File: config.mk
export PLATFORM = sky130hd
export DESIGN_NAME = jamma_joy_scan
export DESIGN_NICKNAME = d
export VERILOG_FILES = /design/src/rtl/jamma_pkg.sv /design/src/rtl/debounce_bit.sv /design/src/rtl/jamma_joy_scan.sv
export SDC_FILE = /design/constraint.sdc
export NUM_CORES = 1
export LEC_CHECK = 0
export BUFFER_PORTS_ARGS = -buffer_cell sky130_fd_sc_hd__buf_2
export CORE_MARGIN = 1
export CORE_UTILIZATION = 50
export DETAILED_ROUTE_END_ITERATION = 8
export MAX_ROUTING_LAYER = met4
export PLACE_DENSITY = 0.7
export SYNTH_ARGS = -nofsm -noshare
export SYNTH_HDL_FRONTEND = slang
export SYNTH_SLANG_ARGS = --single-unit
File: constraint.sdc
create_clock -name clk_24M -period 1.51 [get_ports clk_24M]
set_input_delay 0.151 -clock clk_24M [delete_from_list [all_inputs] [get_ports clk_24M]]
set_output_delay 0.151 -clock clk_24M [all_outputs]
set_load 0.03 [all_outputs]
File: src/rtl/jamma_pkg.sv
// Shared constants for the JAMMA connector scan: scan-state encoding, the
// control-byte bit map and the released (all-high) level.
package jamma_pkg;

  localparam int unsigned STATE_W = 2;

  localparam logic [STATE_W-1:0] SET1 = 2'd0;
  localparam logic [STATE_W-1:0] SMP1 = 2'd1;
  localparam logic [STATE_W-1:0] SET2 = 2'd2;
  localparam logic [STATE_W-1:0] SMP2 = 2'd3;

  localparam int unsigned JOY_UP    = 0;
  localparam int unsigned JOY_DOWN  = 1;
  localparam int unsigned JOY_LEFT  = 2;
  localparam int unsigned JOY_RIGHT = 3;
  localparam int unsigned JOY_FIRE  = 4;
  localparam int unsigned JOY_START = 7;

  localparam logic [7:0] JOY_RELEASED = 8'hFF;

endpackage

File: src/rtl/debounce_bit.sv
// Single-bit debouncer: the output takes a new level only after DEBOUNCE
// consecutive strobed samples disagree with it.
module debounce_bit #(
  parameter int unsigned DEBOUNCE = 4
) (
  input  logic clk_24M,
  input  logic reset,
  input  logic strobe,
  input  logic sample,
  output logic q
);

  localparam int unsigned CNT_W = 4;

  logic [CNT_W-1:0] cnt;

  // A matching sample clears the run; the counter never passes DEBOUNCE-1.
  always_ff @(posedge clk_24M) begin
    if (reset) begin
      q   <= 1'b1;
      cnt <= '0;
    end else if (strobe) begin
      if (sample == q) begin
        cnt <= '0;
      end else if (cnt == CNT_W'(DEBOUNCE - 1)) begin
        q   <= sample;
        cnt <= '0;
      end else begin
        cnt <= cnt + 1'b1;
      end
    end
  end

endmodule

File: src/rtl/jamma_joy_scan.sv
// Scans the multiplexed JAMMA connector in a fixed two-phase schedule and
// produces debounced player bytes, coin levels and coin press pulses.
module jamma_joy_scan
  import jamma_pkg::*;
#(
  parameter int unsigned SETTLE   = 15,
  parameter int unsigned DEBOUNCE = 4
) (
  input  logic       clk_24M,
  input  logic       reset,
  input  logic [7:0] JJOY,
  input  logic [5:0] JOYSTICK,
  input  logic [1:0] JCOIN,
  output logic       JSELECT,
  output logic [7:0] joystick1,
  output logic [7:0] joystick2,
  output logic [1:0] coin_n,
  output logic [1:0] coin_pulse,
  output logic       scan_valid
);

  localparam int unsigned CNT_W   = 8;
  localparam int unsigned RND_W   = 4;
  localparam int unsigned NUM_DEB = 24;

  if (SETTLE < 3 || SETTLE > 255) begin : g_bad_settle
    $error("jamma_joy_scan: SETTLE out of range 3..255");
  end
  if (DEBOUNCE < 1 || DEBOUNCE > 15) begin : g_bad_debounce
    $error("jamma_joy_scan: DEBOUNCE out of range 1..15");
  end

  logic [7:0]         jjoy_s1, jjoy_s2;
  logic [5:0]         joy_s1, joy_s2;
  logic [1:0]         coin_s1, coin_s2;
  logic [STATE_W-1:0] state, state_nxt;
  logic [CNT_W-1:0]   cnt, cnt_nxt;
  logic               jsel_nxt;
  logic [RND_W-1:0]   rounds;
  logic [1:0]         coin_prev;
  logic               smp1, smp2;
  logic [NUM_DEB-1:0] deb_sample, deb_strobe, deb_q;

  // Two-flop synchronizers; inputs idle high (released).
  always_ff @(posedge clk_24M) begin
    if (reset) begin
      jjoy_s1 <= JOY_RELEASED;
      jjoy_s2 <= JOY_RELEASED;
      joy_s1  <= '1;
      joy_s2  <= '1;
      coin_s1 <= '1;
      coin_s2 <= '1;
    end else begin
      jjoy_s1 <= JJOY;
      jjoy_s2 <= jjoy_s1;
      joy_s1  <= JOYSTICK;
      joy_s2  <= joy_s1;
      coin_s1 <= JCOIN;
      coin_s2 <= coin_s1;
    end
  end

  always_ff @(posedge clk_24M) begin
    if (reset) begin
      state   <= SET1;
      cnt     <= '0;
      JSELECT <= 1'b0;
    end else begin
      state   <= state_nxt;
      cnt     <= cnt_nxt;
      JSELECT <= jsel_nxt;
    end
  end

  // Settle counter restarts on every state change; JSELECT follows the next state.
  always_comb begin
    state_nxt = state;
    cnt_nxt   = cnt + 1'b1;
    case (state)
      SET1: if (cnt == CNT_W'(SETTLE - 1)) begin
        state_nxt = SMP1;
        cnt_nxt   = '0;
      end
      SMP1: begin
        state_nxt = SET2;
        cnt_nxt   = '0;
      end
      SET2: if (cnt == CNT_W'(SETTLE - 1)) begin
        state_nxt = SMP2;
        cnt_nxt   = '0;
      end
      default: begin
        state_nxt = SET1;
        cnt_nxt   = '0;
      end
    endcase
    jsel_nxt = (state_nxt == SET2) || (state_nxt == SMP2);
  end

  assign smp1 = (state == SMP1);
  assign smp2 = (state == SMP2);

  // Bit map: [7:0] P1 connector, [13:8] DB9, [21:14] P2 connector, [23:22] coins.
  assign deb_sample = {coin_s2, jjoy_s2, joy_s2, jjoy_s2};
  assign deb_strobe = {{10{smp2}}, {14{smp1}}};

  for (genvar i = 0; i < NUM_DEB; i++) begin : g_deb
    debounce_bit #(.DEBOUNCE(DEBOUNCE)) u_deb (
      .clk_24M (clk_24M),
      .reset   (reset),
      .strobe  (deb_strobe[i]),
      .sample  (deb_sample[i]),
      .q       (deb_q[i])
    );
  end

  assign joystick1  = deb_q[7:0] & {2'b11, deb_q[13:8]};
  assign joystick2  = deb_q[21:14];
  assign coin_n     = deb_q[23:22];
  assign coin_pulse = coin_prev & ~coin_n;

  always_ff @(posedge clk_24M) begin
    if (reset) begin
      coin_prev  <= 2'b11;
      rounds     <= '0;
      scan_valid <= 1'b0;
    end else begin
      coin_prev <= coin_n;
      if (smp2 && rounds != RND_W'(DEBOUNCE)) begin
        rounds <= rounds + 1'b1;
      end
      if (smp2 && rounds == RND_W'(DEBOUNCE - 1)) begin
        scan_valid <= 1'b1;
      end
    end
  end

endmodule

==> results of run 1 <==
metrics by stage:
stage / instances / hold slack [ns]
after floorplan: 874 / 0.255
after global placement: 1115 / 0.333
after detailed placement: 1115 / 0.336
after CTS: 1164 / 0.172
after global routing: 1170 / 0.195
final: 1170 / 0.175
sequential cells by signal, summed over array words and instances (netlist names):
name	flops
coin_s1	2
coin_prev	2
jjoy_s1	8
coin_s2	2
jjoy_s2	8
g_deb.u_deb.cnt	96
rounds	4
scan_valid	1
state	1
g_deb.u_deb.q	24
joy_s1	6
joy_s2	6
JSELECT	1
cnt	8
critical path: stages (launching register included):
cell and delay, ns:
sky130_fd_sc_hd__dfxtp_4 0.37, sky130_fd_sc_hd__inv_4 0.06, sky130_fd_sc_hd__ha_4 0.15, sky130_fd_sc_hd__buf_12 0.13, sky130_fd_sc_hd__buf_8 0.13, sky130_fd_sc_hd__buf_6 0.10, sky130_fd_sc_hd__nor4bb_4 0.19, sky130_fd_sc_hd__mux2i_1 0.21
sky130_fd_sc_hd__nand2_1 0.06
power groups by stage:
stage / clock, mW / sequential [mW] / combinational, mW
2_1_floorplan: 0 / 4.63 / 0.147
3_3_place_gp: 0 / 4.64 / 0.234
3_5_place_dp: 0 / 4.64 / 0.235
4_1_cts: 4.32 / 4.54 / 0.266
5_1_grt: 4.50 / 4.54 / 0.296
6_report: 4.22 / 4.54 / 0.269
routing by layer:
| layer | wire length (um) | GRT usage (%) | vias up | part of all wire [%] |
|---|---|---|---|---|
| met5 | 0 | - | - | 0 |
| met4 | 224 | 7.13 | 0 | 1.4 |
| met3 | 487 | 4.55 | 24 | 3.0 |
| met2 | 7390 | 32.7 | 69 | 46 |
| met1 | 7870 | 26.1 | 2902 | 49 |
| li1 | - | - | 3271 | - |
timing repair:
| action | CTS | global route |
|---|---|---|
| hold buffers | 16 | 0 |
| endpoints found under the setup margin | 28 | 39 |
| buffers inserted | 0 | 6 |
| hold endpoints to repair | 16 | 0 |
| resized for setup | 11 | 45 |
| pin swaps | 0 | 15 |
| gates cloned | 1 | 0 |
how the worst min path moves through the flow:
stage | to | slack, ns
after detailed placement | jjoy_s1[7] | 0.34
after global routing | g_deb[22].u_deb.cnt[3] | 0.19
after global placement | joy_s1[0] | 0.33
final | g_deb[22].u_deb.cnt[3] | 0.18
after CTS | g_deb[23].u_deb.cnt[0] | 0.17
after floorplan | coin_s1[0] | 0.25
area by class of cell:
type,instances,share of cell area [%]
Clock buffer,22,4.59
Clock inverter,10,1.24
Inverter,62,2.43
Multi-Input combinational cell,589,44.8
Sequential cell,169,35.0
Tap cell,211,2.73
Timing Repair Buffer,107,9.24
Yosys cell counts (24+ instances only):
cell / instances / area (um^2)
sky130_fd_sc_hd__ha_1: 32 / 400
sky130_fd_sc_hd__a21boi_0: 24 / 180
sky130_fd_sc_hd__o32ai_1: 30 / 263
sky130_fd_sc_hd__dfxtp_1: 169 / 3380
sky130_fd_sc_hd__nand2_1: 63 / 236
sky130_fd_sc_hd__xor2_1: 25 / 219
sky130_fd_sc_hd__inv_1: 61 / 229
sky130_fd_sc_hd__nand2b_1: 28 / 175
sky130_fd_sc_hd__nand3_1: 61 / 305
sky130_fd_sc_hd__nor2b_1: 38 / 238
sky130_fd_sc_hd__a21oi_1: 75 / 375
sky130_fd_sc_hd__clkbuf_1: 33 / 124
sky130_fd_sc_hd__or2_2: 34 / 213
sky130_fd_sc_hd__nor4bb_1: 30 / 300
logic make-up (layout without fill, tap and decap cells):
family	count (synthesis)	in the layout	synth area share (%)
AO/OA/AOI/OAI	183	183	15.4
XOR/XNOR	30	30	3.60
adder cells (fa/ha/maj)	32	32	5.05
buffers and inverters	116	201	6.17
flip-flops	169	169	42.7
multiplexers	21	21	2.65
AND/OR/NAND/NOR	323	323	24.4
==> qor.csv, run 1 <==
stage;metric;value;unit
synth;share of synthesized area occupied by flip-flops and latches;42.7;%
pwr;sw frac;21.8;%
floorplanning;die span in x;128;um
finish;register area;3390;um^2
synth;Post-synth top flop;sky130_fd_sc_hd__dfxtp_1;
worst_setup_path;crit end category;flop;
pwr;VDD IR-drop max;0.000811;V
pwr;reported net switching power;1.97;mW
place;Port Buffer Count;39;
finish;fill cell total of the finished layout;1267;
pwr;Power Total;9.03;mW
finish;most used cells in the layout excluding fill and tap cells;sky130_fd_sc_hd__dfxtp_1, sky130_fd_sc_hd__a21oi_1, sky130_fd_sc_hd__nand2_1;
synth;cell area after synthesis;7930;um^2
clock_network;CTS buffer count;17;
grt;maximum number of pins on one net before global-route repair;45;
worst_setup_path;Max Fanout on Critical Path;6;
floorplanning;Std-Cell Core Area;15300;um^2
detailed_routing;per-cell via count in the routed design;5.36;
floorplanning;starting density of the core;51.8;%
timing;Final Setup Violations;1;
clock_network;clock insertion delay at the later pin of the skew report;0.43;ns
worst_setup_path;type of element launching the critical path;flop;
floorplanning;number of placement rows;45;
finish;final core utilization;63.2;%
synth;Post-Synthesis Cells;874;
finish;nets;996;
detailed_routing;average wire per standard cell;13.6;um
min_path;path category of the worst min-delay check;input port to flop;
pwr;total internal power;7.06;mW
grt;Congestion Overflow GR;0;
floorplanning;vertical die dimension;128;um
grt;aggregate global-route resource usage;20.7;%
floorplanning;number of ports placed on the die boundary;40;
detailed_routing;drt total wl;16000;um
detailed_routing;number of antenna-violating nets in the routed design;0;
timing;hold violation total from the final report;0;
grt;wire length of the first global-routing pass;26600;um
outcome;violations in the final reports;setup timing;
clock_network;maximum number of buffers from clock root to sink;2;
timing;time the worst path needs with I/O delays and setup;1.51;ns
detailed_routing;routed via count;6266;
finish;area used by multi-input combinational logic;4330;um^2
worst_setup_path;slack of the worst reg-to-reg path;-0.0006;ns
synth;post-synthesis cell type count;42;
pwr;share of total power in the clock network;46.8;%
finish;Antenna diodes;0;
pwr;sequential group share of total power;50.2;%
timing;Relative slew margins;64.8;%
worst_setup_path;source of the critical timing path;JSELECT;
worst_setup_path;capture point of the worst reg-to-reg path;g_deb[10].u_deb.q;
finish;most common cell after layout, fill and taps aside;sky130_fd_sc_hd__dfxtp_1;
synth;Post-synth EDFFs;0;
finish;relative area change from synthesis to final layout;22.1;%
clock_network;CTS sink cnt;169;
timing;RSZ-0062 raised after global routing;yes;
timing;measured slew at the worst slew-check pin;0.521;ns
timing;largest clock skew in the final design;0.00560;ns
worst_setup_path;Setup crit end;g_deb[10].u_deb.q;
min_path;startpoint of the worst hold path;reset;
timing;worst path setup slack after routing;-0.000641;ns
pwr;Pleak;3.23;nW
run;number of violations of the max-capacitance limit;0;
place;detailed placement HPWL;10000;um
place;Routability Congestion;0.808;
timing;Sum Neg Setup Slack;-0.000641;ns
finish;layout cells sized above 1;20.2;%
outcome;result of the run;complete, but fails checks;
worst_setup_path;category of the most critical setup path;flop to flop;
clock_network;total number of H-tree levels;4;
clock_network;clock transition at the registers of the reported paths;0.06;ns
clock_network;TritonCTS clock tree;yes;
finish;post-route standard cell area excluding fillers;9680;um^2
timing;ratio of final minimum period to clock period;100;%
grt;vias in the first global route;5761;
grt;antenna violations before repair;0;
min_path;cell depth of the worst hold path;3;
pwr;power density over the cells;933;nW/um^2
floorplanning;area enclosed by the die boundary;16400;um^2
synth;ys async rst share;0;%
place;pre-CTS setup slack;-0.110;ns
synth;number of synthesized register bits;169;
worst_setup_path;Worst EP arrival;1.83;ns
synth;syn nets;924;
detailed_routing;number of design rule violations left after detail routing;0;
synth;post-synthesis average cell area;9.07;um^2
clock_network;cell at the root of the clock tree;sky130_fd_sc_hd__clkbuf_16;
worst_setup_path;worst reg2reg path startpoint;JSELECT;
timing;Max Clock Freq;662;MHz
worst_setup_path;required arrival time at the worst endpoint;1.83;ns
place;dpl cell area;8610;um^2
worst_setup_path;FF-to-FF path depth;8;
pwr;part of the power in combinational logic;3.0;%
synth;Yosys warning total;0;
timing;number of slew-limit violations in the final report;0;
detailed_routing;Starting DRT DRC Count;360;
detailed_routing;1st-pass router iterations;4;
Note: power is estimated with default switching activity, not from simulation.
==> inputs of run 2 (changes only) <==
Settings changed: SKIP_LAST_GASP set to 1.
==> run 2 against run 1 <==
  * The flow still finishes with violations (setup timing)
  * Sequential cell count did not move
  * Non-clock buffer count did not move
  * Core utilization fell by 0.098 points
  * Final cell count did not move
  * Register-to-register slack barely moved
  * Highest routed layer unchanged
==> qor.csv, run 2 (same netlist as run 1, synthesis figures left out) <==
stage;metric;value;unit
grt;fraction of met3 tracks used by global routing;4.55;%
finish;most used cells in the layout excluding fill and tap cells;sky130_fd_sc_hd__dfxtp_1, sky130_fd_sc_hd__a21oi_1, sky130_fd_sc_hd__nand2_1;
finish;nets;996;
clock_network;clock insertion delay at the later pin of the skew report;0.43;ns
floorplanning;vertical die dimension;128;um
outcome;result of the run;complete, but fails checks;
worst_setup_path;Worst path top cell family by delay;buffers and inverters;
worst_setup_path;crit end category;flop;
grt;wire length of the first global-routing pass;26600;um
pwr;power density over the cells;934;nW/um^2
worst_setup_path;CP bufs+invs;4;
finish;Antenna diodes;0;
detailed_routing;number of antenna-violating nets in the routed design;0;
pwr;share of total power in the clock network;46.8;%
finish;most flop-heavy register;g_deb.u_deb.cnt;
timing;measured slew at the worst slew-check pin;0.520;ns
outcome;violations in the final reports;setup timing;
worst_setup_path;required arrival time at the worst endpoint;1.83;ns
grt;vias in the first global route;5761;
grt;met2 global-route usage;32.7;%
finish;final core utilization;63.1;%
detailed_routing;average wire per standard cell;13.6;um
finish;post-route standard cell area excluding fillers;9670;um^2
pwr;Pleak;3.23;nW
place;detailed placement HPWL;10000;um
clock_network;clock transition at the registers of the reported paths;0.06;ns
worst_setup_path;slowest cell on the critical path;sky130_fd_sc_hd__dfxtp_4;
clock_network;total number of H-tree levels;4;
finish;layout cells sized above 1;20.1;%
timing;Post-Route Hold Slack;0.177;ns
timing;hold violation total from the final report;0;
grt;antenna violations before repair;0;
timing;ratio of final minimum period to clock period;100;%
worst_setup_path;cell chain of the critical path;inv_4, ha_4, buf_12, buf_8, buf_6, nor4bb_4, mux2i_1, nand2_1;
timing;time the worst path needs with I/O delays and setup;1.52;ns
place;Routability Congestion;0.808;
worst_setup_path;category of the most critical setup path;flop to flop;
floorplanning;number of ports placed on the die boundary;40;
pwr;sequential group share of total power;50.3;%
clock_network;CTS sink cnt;169;
finish;relative area change from synthesis to final layout;21.9;%
detailed_routing;per-cell via count in the routed design;5.37;
floorplanning;die span in x;128;um
clock_network;maximum number of buffers from clock root to sink;2;
place;Port Buffer Count;39;
place;pre-CTS setup slack;-0.110;ns
pwr;total internal power;7.06;mW
detailed_routing;drt total wl;16000;um
pwr;reported net switching power;1.96;mW
grt;routing usage on met1;26.1;%
place;dpl cell area;8610;um^2
worst_setup_path;worst stage delay on the critical path;0.37;ns
detailed_routing;routed via count;6279;
pwr;part of the power in combinational logic;3.0;%
timing;Sum Neg Setup Slack;-0.00687;ns
run;number of violations of the max-capacitance limit;0;
finish;most common cell after layout, fill and taps aside;sky130_fd_sc_hd__dfxtp_1;
pwr;VDD IR-drop max;0.000804;V
place;number of instances in the placed design;1115;
finish;final std cells w/o fill;1170;
clock_network;CTS buffer count;17;
timing;Final Setup Violations;1;
grt;global route hottest layer;met2;
timing;worst path setup slack after routing;-0.00687;ns
pwr;sw frac;21.8;%
timing;Max Clock Freq;659;MHz
grt;Congestion Overflow GR;0;
floorplanning;area enclosed by the die boundary;16400;um^2
clock_network;cell at the root of the clock tree;sky130_fd_sc_hd__clkbuf_16;
clock_network;TritonCTS clock tree;yes;
worst_setup_path;Max Fanout on Critical Path;6;
min_path;path category of the worst min-delay check;input port to flop;
timing;RSZ-0062 raised after global routing;yes;
grt;maximum number of pins on one net before global-route repair;45;
detailed_routing;number of design rule violations left after detail routing;0;
finish;registers with the highest flip-flop counts;g_deb.u_deb.cnt: 96 flops, g_deb.u_deb.q: 24 flops;
timing;number of slew-limit violations in the final report;0;
detailed_routing;1st-pass router iterations;4;
timing;largest clock skew in the final design;0.00625;ns
worst_setup_path;type of element launching the critical path;flop;
worst_setup_path;Worst EP arrival;1.83;ns
floorplanning;number of placement rows;45;
floorplanning;starting density of the core;51.8;%
grt;aggregate global-route resource usage;20.7;%
pwr;Power Total;9.03;mW
timing;Relative slew margins;64.9;%
detailed_routing;Starting DRT DRC Count;360;
finish;Largest register FFs;96;
floorplanning;Std-Cell Core Area;15300;um^2
run 2: timing repair:
action,CTS,global route
pin swaps,0,11
resized for setup,11,42
buffers inserted,0,6
hold buffers,16,0
endpoints found under the hold margin,16,0
gates cloned,1,0
setup endpoints to repair,28,39
run 2: final timing paths:
check / start / to / slack [ns] / cells after the start
hold / removal: reset / g_deb[22].u_deb.cnt[3] / 0.18 / 3
setup reg to reg: JSELECT / g_deb[10].u_deb.q / -0.007 / 8
hold reg to reg: joy_s1[5] / joy_s2[5] / 0.41 / 1
setup / recovery: JSELECT / g_deb[10].u_deb.q / -0.007 / 8
run 2: routing by layer:
layer	wire, um	part of all wire [%]
met5	0	0
met4	234	1.5
met3	446	2.8
met2	7450	47
met1	7830	49
run 2: tightest hold or removal path: stages:
cell and delay [ns]:
sky130_fd_sc_hd__buf_4 0.15, sky130_fd_sc_hd__buf_12 0.21, sky130_fd_sc_hd__a21oi_2 0.04
run 2: power groups by stage:
stage	Combinational (mW)	Clock (mW)	Sequential (mW)
floorplan	0.147	0	4.63
global placement	0.234	0	4.64
detailed placement	0.235	0	4.64
CTS	0.266	4.32	4.54
global route	0.296	4.50	4.54
finish	0.269	4.22	4.54
run 2: final cells by class:
| type | count | area, um^2 |
|---|---|---|
| fill | 1271 | 5650 |
| inverter | 62 | 235 |
| tap | 211 | 264 |
| clock inverter | 10 | 120 |
| timing repair buffer | 107 | 895 |
| multi-input combinational | 589 | 4320 |
| sequential | 169 | 3390 |
| clock buffer | 22 | 444 |
==> inputs of run 3 (changes only) <==
Settings changed: PLACE_DENSITY 0.7 to 0.67, RECOVER_POWER set to 50, SETUP_SLACK_MARGIN set to 0.2.
Clock period 1.51 ns to 1.4 ns, I/O delays scaled along.
==> run 3 against run 2 <==
  * The flow still finishes with violations (setup timing)
  * Fmax is 0.56% higher
  * First-iteration DRC count is 1.7% higher
  * Power rose by 12%
  * Via count grew 10%
  * Core utilization grew 12 points
  * Sequential share of layout area shrank 5.3 points
  * Sequential cell count did not move
==> qor.csv, run 3 (same netlist as run 1, synthesis figures left out) <==
stage;metric;value;unit
grt;Congestion Overflow GR;0;
timing;number of slew-limit violations in the final report;0;
place;detailed placement HPWL;11400;um
finish;post-route standard cell area excluding fillers;11600;um^2
timing;measured slew at the worst slew-check pin;0.521;ns
timing;time the worst path needs with I/O delays and setup;1.51;ns
pwr;Pleak;3.86;nW
clock_network;CTS buffer count;17;
worst_setup_path;category of the most critical setup path;flop to flop;
finish;Largest register FFs;96;
timing;Max Clock Freq;663;MHz
finish;most common cell after layout, fill and taps aside;sky130_fd_sc_hd__dfxtp_1;
detailed_routing;per-cell via count in the routed design;5.69;
worst_setup_path;required arrival time at the worst endpoint;1.72;ns
detailed_routing;average wire per standard cell;17.4;um
worst_setup_path;slack of the worst reg-to-reg path;-0.11;ns
clock_network;CTS sink cnt;169;
place;pre-CTS setup slack;-0.187;ns
detailed_routing;1st-pass router iterations;4;
min_path;startpoint of the worst hold path;reset;
timing;RSZ-0062 raised after global routing;yes;
timing;worst path setup slack after routing;-0.108;ns
min_path;Hold Path End;g_deb[17].u_deb.cnt[1];
place;dpl cell area;8930;um^2
grt;wire length of the first global-routing pass;31600;um
timing;Final Setup Violations;88;
run;number of violations of the max-capacitance limit;0;
floorplanning;number of placement rows;45;
min_path;path category of the worst min-delay check;input port to flop;
timing;hold violation total from the final report;0;
timing;largest clock skew in the final design;0.00669;ns
detailed_routing;drt total wl;21200;um
outcome;result of the run;complete, but fails checks;
detailed_routing;number of design rule violations left after detail routing;0;
floorplanning;die span in x;128;um
clock_network;maximum number of buffers from clock root to sink;2;
worst_setup_path;Max Fanout on Critical Path;8;
detailed_routing;Starting DRT DRC Count;366;
floorplanning;number of ports placed on the die boundary;40;
outcome;violations in the final reports;setup timing;
detailed_routing;number of antenna-violating nets in the routed design;0;
finish;most flop-heavy register;g_deb.u_deb.cnt;
min_path;cell depth of the worst hold path;2;
clock_network;TritonCTS clock tree;yes;
grt;antenna violations before repair;0;
place;Routability Congestion;0.780;
pwr;power density over the cells;873;nW/um^2
timing;Relative slew margins;65.2;%
finish;fill cell total of the finished layout;981;
finish;layout cells sized above 1;42.4;%
grt;aggregate global-route resource usage;24.9;%
timing;Post-Route Hold Slack;0.0934;ns
clock_network;clock transition at the registers of the reported paths;0.06;ns
finish;relative area change from synthesis to final layout;45.8;%
pwr;Power Total;10.1;mW
clock_network;total number of H-tree levels;4;
worst_setup_path;capture point of the worst reg-to-reg path;g_deb[6].u_deb.q;
clock_network;cell at the root of the clock tree;sky130_fd_sc_hd__clkbuf_16;
floorplanning;starting density of the core;51.8;%
detailed_routing;routed via count;6936;
worst_setup_path;type of element launching the critical path;flop;
clock_network;clock insertion delay at the later pin of the skew report;0.43;ns
finish;registers with the highest flip-flop counts;g_deb.u_deb.cnt: 96 flops, g_deb.u_deb.q: 24 flops;
grt;vias in the first global route;6774;
finish;most used cells in the layout excluding fill and tap cells;sky130_fd_sc_hd__dfxtp_1, sky130_fd_sc_hd__buf_4, sky130_fd_sc_hd__inv_1;
worst_setup_path;FF-to-FF path depth;7;
finish;register area;3440;um^2
floorplanning;Std-Cell Core Area;15300;um^2
floorplanning;vertical die dimension;128;um
worst_setup_path;worst reg2reg path startpoint;JSELECT;
worst_setup_path;crit end category;flop;
grt;maximum number of pins on one net before global-route repair;35;
floorplanning;area enclosed by the die boundary;16400;um^2
worst_setup_path;Worst EP arrival;1.82;ns
finish;area used by multi-input combinational logic;5370;um^2
timing;ratio of final minimum period to clock period;108;%
finish;Antenna diodes;0;
place;Port Buffer Count;39;
finish;nets;1046;
pwr;VDD IR-drop max;0.000930;V
-- run 3: cell count changes in the layout (fill, tap and decap cells not counted), moves of 15 or more --
cell / delta
sky130_fd_sc_hd__nand2_1: -16
sky130_fd_sc_hd__a21oi_1: -38
sky130_fd_sc_hd__dfxtp_2: +26
sky130_fd_sc_hd__a21oi_2: +30
sky130_fd_sc_hd__dfxtp_1: -31
sky130_fd_sc_hd__buf_6: +26
sky130_fd_sc_hd__buf_2: -18
sky130_fd_sc_hd__buf_4: +24
sky130_fd_sc_hd__a21boi_0: -15
-- run 3: worst max path at each step --
stage | from | endpoint | slack, ns | depth (start not counted)
4_1_cts | JSELECT | g_deb[11].u_deb.q | -0.07 | 6
3_5_place_dp | g_deb[18].u_deb.cnt[1] | g_deb[18].u_deb.q | -0.19 | 4
2_1_floorplan | JSELECT | g_deb[21].u_deb.q | 0.07 | 5
3_3_place_gp | g_deb[18].u_deb.cnt[1] | g_deb[18].u_deb.q | -0.14 | 4
6_report | JSELECT | g_deb[6].u_deb.q | -0.11 | 7
5_1_grt | g_deb[18].u_deb.cnt[1] | g_deb[18].u_deb.q | -0.21 | 4
-- run 3: cell type report --
class / instances / share of cell area (%)
Clock inverter: 12 / 1.30
Tap cell: 211 / 2.28
Clock buffer: 19 / 3.92
Multi-Input combinational cell: 589 / 46.5
Timing Repair inverter: 1 / 0.0974
Sequential cell: 169 / 29.8
Timing Repair Buffer: 156 / 14.0
Inverter: 62 / 2.10
-- run 3: what timing repair did --
action / CTS / global route
buffers inserted: 21 / 21
gates cloned: 7 / 3
endpoints found under the setup margin: 132 / 147
hold endpoints to repair: 16 / 0
pin swaps: 35 / 59
gates resized for setup: 133 / 203
hold buffers: 16 / 0
-- run 3: metrics by stage --
stage          instances  setup TNS, ns  util [%]
4_1_cts             1195         -0.946      68.4
3_3_place_gp        1120         -0.241      58.3
5_1_grt             1219          -9.60      75.5
3_5_place_dp        1120         -0.985      58.3
2_1_floorplan        874              0         -
6_report            1219          -3.92      75.5
-- run 3: layer usage --
metal	up-vias	wire, um	share of wire (%)	global-route usage [%]
li1	3353	-	-	-
met1	3419	8680	41	27.4
met2	120	11300	53	43.8
met3	44	621	2.9	5.30
met4	0	563	2.7	9.97
met5	-	0	0	-
-- run 3: power breakdown --
| group | switching [mW] | total [mW] | internal [mW] | leakage [nW] |
|---|---|---|---|---|
| sequential | 0.0431 | 4.89 | 4.85 | 1.37 |
| combinational | 0.213 | 0.369 | 0.156 | 2.20 |
| clock | 1.95 | 4.83 | 2.88 | 0.291 |
-- run 3: critical path: stages (launching register included) --
cell,delay [ns]
sky130_fd_sc_hd__dfxtp_4,0.36
sky130_fd_sc_hd__inv_4,0.07
sky130_fd_sc_hd__ha_4,0.23
sky130_fd_sc_hd__buf_6,0.15
sky130_fd_sc_hd__buf_4,0.11
sky130_fd_sc_hd__and4bb_2,0.22
sky130_fd_sc_hd__mux2i_1,0.18
sky130_fd_sc_hd__nand2_1,0.07
